$ cat src/rtl/irq_timer.sv
// Memory-mapped down-counting interrupt timer: CTRL/PRESET/COUNT registers and a level/pulse irq.
// Optional prescaler on the count rate is built when TIMER_PRESCALE_EN is defined.
module irq_timer #(
  parameter logic [31:0] RESET_PRESET = 32'd0,
  parameter int          PRESCALE_W   = 8
) (
  input  logic        clk,
  input  logic        rst,
  input  logic [1:0]  addr,
  input  logic        we,
  input  logic [31:0] wdata,
  output logic [31:0] rdata,
  output logic        irq
);

  // state  | meaning
  // IDLE   | stopped, waits for CTRL.EN
  // LOAD   | COUNT <= PRESET
  // CNT    | counting down towards the terminal count
  // INT    | terminal count reached; one-shot stops, auto-reload re-arms
  typedef enum logic [1:0] {
    S_IDLE = 2'd0,
    S_LOAD = 2'd1,
    S_CNT  = 2'd2,
    S_INT  = 2'd3
  } state_t;

  localparam logic [1:0] ADDR_CTRL   = 2'd0;
  localparam logic [1:0] ADDR_PRESET = 2'd1;
  localparam logic [1:0] ADDR_COUNT  = 2'd2;

  state_t      state;
  logic        en;
  logic [1:0]  mode;
  logic        im;
  logic        pend;
  logic [31:0] preset;
  logic [31:0] count;
  logic        ctrl_wr;
  logic        preset_wr;
  logic        reload;
  logic        tick;
  logic [31:0] ctrl_rd;

`ifdef TIMER_PRESCALE_EN
  logic [PRESCALE_W-1:0] psc;
  logic [PRESCALE_W-1:0] psc_cnt;

  // Prescale down-counter ticks when it sits at zero, so P=0 ticks every cycle.
  assign tick = (psc_cnt == '0);
`else
  assign tick = 1'b1;
`endif

  assign ctrl_wr   = we && (addr == ADDR_CTRL);
  assign preset_wr = we && (addr == ADDR_PRESET);
  // MODE 1x behaves as one-shot
  assign reload    = (mode == 2'b01);

  always_ff @(posedge clk or negedge rst) begin
    if (!rst) begin
      state  <= S_IDLE;
      en     <= 1'b0;
      mode   <= 2'b00;
      im     <= 1'b0;
      pend   <= 1'b0;
      preset <= RESET_PRESET;
      count  <= 32'd0;
`ifdef TIMER_PRESCALE_EN
      psc     <= '0;
      psc_cnt <= '0;
`endif
    end else begin
      if (preset_wr) begin
        preset <= wdata;
      end

      if (ctrl_wr) begin
        // A CTRL write overrides whatever the FSM would have done this cycle.
        en    <= wdata[0];
        mode  <= wdata[2:1];
        im    <= wdata[3];
        pend  <= 1'b0;
        state <= S_IDLE;
`ifdef TIMER_PRESCALE_EN
        psc     <= wdata[8 +: PRESCALE_W];
        psc_cnt <= '0;
`endif
      end else begin
        case (state)
          S_IDLE: begin
            if (en) begin
              state <= S_LOAD;
            end
          end

          S_LOAD: begin
            count <= preset;
            state <= S_CNT;
`ifdef TIMER_PRESCALE_EN
            psc_cnt <= '0;
`endif
          end

          S_CNT: begin
            if (!en) begin
              state <= S_IDLE;
            end else begin
`ifdef TIMER_PRESCALE_EN
              if (tick) begin
                psc_cnt <= psc;
              end else begin
                psc_cnt <= psc_cnt - 1'b1;
              end
`endif
              if (tick) begin
                if (count > 32'd1) begin
                  count <= count - 32'd1;
                end else begin
                  count <= 32'd0;
                  pend  <= 1'b1;
                  state <= S_INT;
                end
              end
            end
          end

          S_INT: begin
            if (reload) begin
              pend  <= 1'b0;
              state <= S_LOAD;
            end else begin
              en    <= 1'b0;
              state <= S_IDLE;
            end
          end

          default: state <= S_IDLE;
        endcase
      end
    end
  end

  always_comb begin
    ctrl_rd      = 32'd0;
    ctrl_rd[0]   = en;
    ctrl_rd[2:1] = mode;
    ctrl_rd[3]   = im;
`ifdef TIMER_PRESCALE_EN
    ctrl_rd[8 +: PRESCALE_W] = psc;
`else
    ctrl_rd[8 +: PRESCALE_W] = '0;
`endif
  end

  always_comb begin
    rdata = 32'd0;
    case (addr)
      ADDR_CTRL:   rdata = ctrl_rd;
      ADDR_PRESET: rdata = preset;
      ADDR_COUNT:  rdata = count;
      default:     rdata = 32'd0;
    endcase
  end

  assign irq = im & pend;

endmodule

$ cat config.mk
export PLATFORM = sky130hd
export DESIGN_NAME = irq_timer
export DESIGN_NICKNAME = d
export VERILOG_FILES = /design/src/rtl/irq_timer.sv
export SDC_FILE = /design/constraint.sdc
export NUM_CORES = 1
export LEC_CHECK = 0
export ABC_AREA = 0
export CORE_MARGIN = 5
export CORE_UTILIZATION = 41
export DETAILED_ROUTE_END_ITERATION = 16
export PLACE_DENSITY = 0.62
export SYNTH_ARGS = -nofsm -noshare
export SYNTH_HDL_FRONTEND = slang
export SYNTH_SLANG_ARGS = --single-unit
$ cat constraint.sdc
create_clock -name clk -period 4.7 [get_ports clk]
set_input_delay 0.47 -clock clk [delete_from_list [all_inputs] [get_ports clk]]
set_output_delay 0.47 -clock clk [all_outputs]
set_load 0.02 [all_outputs]
-- Yosys cells after proc, flatten, opt, wreduce, memory -nomap -nowiden
Cells that the tools add are included.
- muxes and demuxes: 18
- equal/unequal tests: 13
- magnitude comparators: 1
- add/sub/neg operators: 1
- bitwise gates (word level): 2
- reduce and logical (&&, ||, !) cells: 11
- operators by type and width (kind ; count):
    one-hot mux 32 bit (3 select lines) ; 1
    2-to-1 mux 32 bit ; 2
    one-hot mux 32 bit (2 select lines) ; 1
    greater-than comparator 32 x 1 -> 1 bit (second input constant) ; 1
    subtractor 32 x 1 -> 32 bit (second input constant) ; 1
    != test 3 bit (second input constant) ; 4
    2-to-1 mux 1 bit ; 8
    2-to-1 mux 2 bit ; 4
    one-hot mux 2 bit (4 select lines) ; 1
    == test 2 x 1 -> 1 bit (second input constant) ; 3
    == test 2 bit (second input constant) ; 3
    zero test 2 bit ; 2
    != test 2 bit (second input constant) ; 2
    != test 4 bit (second input constant) ; 1
    AND reduction 2 bit ; 2
    AND reduction 4 bit ; 1
    nonzero test 2 bit ; 2
    AND reduction 3 bit ; 1
    nonzero test 3 bit ; 1
    logical AND 1 bit ; 2
    one-hot mux 1 bit (2 select lines) ; 1
    bitwise AND 1 bit ; 1
    NOT 1 bit ; 1
- word-level logic and storage cells: 53
- register bits: 71
- input port bits: 37
- output and inout bits: 33

-- Logic depth before layout (Yosys ltp)
- word-level depth: 5
- mapped depth: 10
- depth with buffers taken out: 7

-- Worst setup path after synthesis
OpenSTA, ideal clock, no wires.
- kind: reg-to-reg
- start point: register count[17]
- end point: register count[14]
- path slack: 2104 ps
- required time: 4574 ps
- library setup time: 126 ps
- cell stages (with the launch flop): 9
- arrival: 2470 ps
- clock period less this slack: 2596 ps
- buffers on the path: 3
- cell sequence: dfrtp_1 or3_1 buf_2 or4_4 buf_6 o41ai_4 buf_6 o21ai_1 a221o_1
- word-level cells in the longest chain between the ends: 4
- RTL lines (what ; RTL line ; text):
    start: declaration ; 38 ; logic [31:0] count;
    start signal: assignment ; 98 ; count <= preset;
    start signal: assignment ; 118 ; count <= count - 32'd1;
    greater-than comparator 32 x 1 -> 1 bit ; 117 ; if (count > 32'd1) begin
    2-to-1 mux 32 bit ; 117 ;
    2-to-1 mux 32 bit ; 106 ; if (!en) begin
    one-hot mux 32 bit (2 select lines) ; 90 ; case (state)
No other way between the ends. The select of a mux whose other input is x is not followed.
A chain may end at the register's enable or synchronous reset.

-- Worst setup path after layout
- start point: input addr[0]
- end point: output rdata[3]
- word-level cells in the longest chain between the ends: 2
- elaborated cells between the ends (all ways): 4
- classes of those cells: 2 x eq/ne; 1 x mux; 1 x reduce/logical
- RTL lines (what ; RTL line ; text):
    start: declaration ; 9 ; input logic [1:0] addr,
    == test 2 bit, or another cell as far along ; 158 ; case (addr)
    one-hot mux 32 bit (3 select lines) * ; 158 ;
    end: declaration ; 12 ; output logic [31:0] rdata,
Mark *: on every way between the ends. The rest lies on a longest branch, timed or not.

==> results.md <==
- CTS tree: built
- Most common cell after layout, fill and taps aside: dfrtp_1
- P&R area growth vs syn: 24.51%
- Unique masters post-synth: 60
- Cells after Synth: 438
- R2r endpoint: count[14]
- # IOs: 70
- Worst-Skew Late Latency: 0.36 ns
- Hold Path Class: input pin to async pin
- Power Total: between 3 and 4 mW
- Grt ovf: 0
- Ys flop type: dfrtp_1
- Hold Slack: approximately 0.32 ns
- Nets: around 540
- Final worst setup slack: 1.267 ns
- Static Leakage: between 2 and 2.5 nW
- Worst rel slew slack: 0.3205
- First-pass DRT Iterations: 7
- Antenna diodes: 0
- Worst-Margin Slew: 1.019 ns
- # DRC: 0
- Die Y: approximately 110 um
- EDFF count, synth: 0
- Core ar.: between 10,000 and 15,000 um^2
- Number of max-cap violations: 0
- Root Driver: clkbuf_8
- Initial antenna violation count: 0
- Final GP Congestion: 0.8674
- Reg2Reg Setup Slack: approximately 1.7 ns
- Antenna-violating nets left: 0
- Worst R2R Start: count[8]
- Post-layout min period: approximately 3.4 ns
- Setup Crit Path Kind: input pin to primary output
- Initial Util: 0.4139
- DR iter-0 viols: 198
- Syn Nets: 480
- Vias post-DR: roughly 3,800
- Worst-path clk slew: 0.08 ns
- Power density over the cells: ~600 nW/um^2
- Post-cts resize count: 0
- Final Hold Fails: 0
- Share of cells above drive strength 1: 0.1426
- Pre-CTS setup slack: between 1 and 1.5 ns
- Placement Rows: 37
- CP Data Arrival Time: about 3.0 ns
- GRT Util Overall: 0.1917
- Number of port buffers: just under 70
- Worst Skew: roughly 0.013 ns
- Commonest cells after routing, fill and taps aside: 71 x dfrtp_1, 68 x clkdlybuf4s50_1, 45 x nand2_1
- Number of global-route vias before repair: 3,717
- RSZ-0062 raised after global routing: false
- Post-synthesis sequential area ratio: 0.4234
- Synthesized area: 4197 um^2
- VDD IR-drop max: ~0.34 mV
- R2R depth: 6
- Startpoint types: input pin
- Max clock buf depth: 2
- Max Freq: between 200 and 300 MHz
- Die area: 12,360 um^2
- Via/cell ratio: 5.918
- Outcome: finished, final reports clean
- Total CTS buffers: 9
- CTS sink cnt: a little over 70
- Register bit total from synthesis: 71
- Post-Syn Area per Cell: 9.581 um^2
- Share of the cycle needed by the critical path after routing: 0.7305
- WL/cell: around 19 um
- Global-route wire length before repair: slightly below 20,000 um
- HPWL after DPL: 8068 um
- Critical path launch point: addr[0]
- Drt total wl: about 12,000 um
- # hold bufs at CTS: 0
- Largest net degree at the start of global routing: between 70 and 80
- Finish-stage setup viols: 0
- Ys async rst share: 1.000
- Crit Path Max Fanout: 19
- Max Transition Viols Final: 0
- Setup TNS: 0 ns
- Crit end category: primary output
- Synth warn: 0
- Worst Path Required: 4.23 ns
- Die width: between 100 and 150 um
- H-tree levels: 3
- Setup bufs post-CTS: 0
## cell usage after synthesis (all sizes together), types with 2 or more instances
cell type | number | share of area
a22o | 35 | 0.073
ha | 5 | 0.015
and2 | 3 | 0.0045
or3b | 2 | 0.0042
mux2i | 4 | 0.0095
nand2 | 45 | 0.040
buf | 12 | 0.016
a21o | 2 | 0.0036
or4 | 8 | 0.015
o311ai | 5 | 0.010
a31o | 2 | 0.0042
nor3 | 9 | 0.011
o2111ai | 2 | 0.0042
o21a | 2 | 0.0036
o32ai | 3 | 0.0063
inv | 19 | 0.017
or3 | 6 | 0.0089
dfrtp | 71 | 0.42
nor4 | 13 | 0.023
o21ai | 23 | 0.027
a22oi | 4 | 0.0072
and3 | 6 | 0.0089
nor2 | 16 | 0.014
a21boi | 2 | 0.0036
nand3 | 17 | 0.020
a211o | 2 | 0.0042
o221ai | 3 | 0.0063
clkbuf | 25 | 0.022
a32oi | 2 | 0.0042
o211ai | 4 | 0.0072
a32o | 2 | 0.0048
o2bb2ai | 3 | 0.0063
o31ai | 2 | 0.0036
mux2 | 32 | 0.086
nor2b | 2 | 0.0030
a21oi | 13 | 0.016
a221o | 3 | 0.0072
o41ai | 4 | 0.013
nand4 | 10 | 0.015
## registers in the layout (all words and copies together) (netlist names)
name	flops
pend	1
preset	32
state	2
en	1
count	32
im	1
mode	2
## per-stage QoR
| step | cells | utilization | instance area [um^2] |
|---|---|---|---|
| after floorplan | 438 | - | 4197 |
| after global placement | 618 | 0.4920 | 4989 |
| after detailed placement | 618 | 0.4920 | 4989 |
| after CTS | 634 | 0.5154 | 5225 |
| after global routing | 634 | 0.5154 | 5225 |
| final | 634 | 0.5154 | 5225 |
## how the worst max path moves through the flow
stage | endpoint | slack, ns | cells past startpoint
2_1_floorplan | count[14] | 2.10 | 8
3_3_place_gp | rdata[3] | 1.37 | 6
3_5_place_dp | rdata[2] | 1.34 | 6
4_1_cts | rdata[2] | 1.32 | 6
5_1_grt | rdata[1] | 1.09 | 6
6_report | rdata[3] | 1.27 | 6
## power breakdown
part,internal [mW],total (mW),leakage (nW),switching (mW)
logic,0.623,1.41,1.14,0.785
registers,0.824,1.11,0.859,0.289
clock network,0.352,0.597,0.120,0.245
total,1.80,3.12,2.12,1.32
## kinds of logic (layout without fill, tap and decap cells)
family | Yosys count | after routing | share of synthesized area
simple gates | 145 | 145 | 0.1834
compound gates | 124 | 124 | 0.2272
flops | 71 | 71 | 0.4234
buf+inv | 57 | 117 | 0.05575
fa+ha+maj | 5 | 5 | 0.01491
mux | 36 | 36 | 0.09541
## layer usage
layer / up-vias / wire length, um / global-route usage
met5: - / 0 / 0
met4: 0 / 170 / 0.05272
met2: 123 / 5376 / 0.3008
met3: 14 / 616 / 0.04312
met1: 1845 / 5570 / 0.2669
li1: 1770 / - / -
## area by class of cell
class | count | area, um^2
tap | 136 | 170.2
inverter | 20 | 75.07
sequential | 71 | 1777
multi-input combinational | 310 | 2191
timing repair buffer | 81 | 775.7
fill | 951 | 4913
clock inverter | 6 | 108.9
clock buffer | 10 | 127.6
## worst max-delay path, stage by stage
cell             delay, ns
clkdlybuf4s50_1       0.59
nor2b_2               0.71
buf_4                 0.39
nand2_1               0.08
o21ai_0               0.08
clkdlybuf4s50_1       0.63
Note: power is estimated with default switching activity, not from simulation.
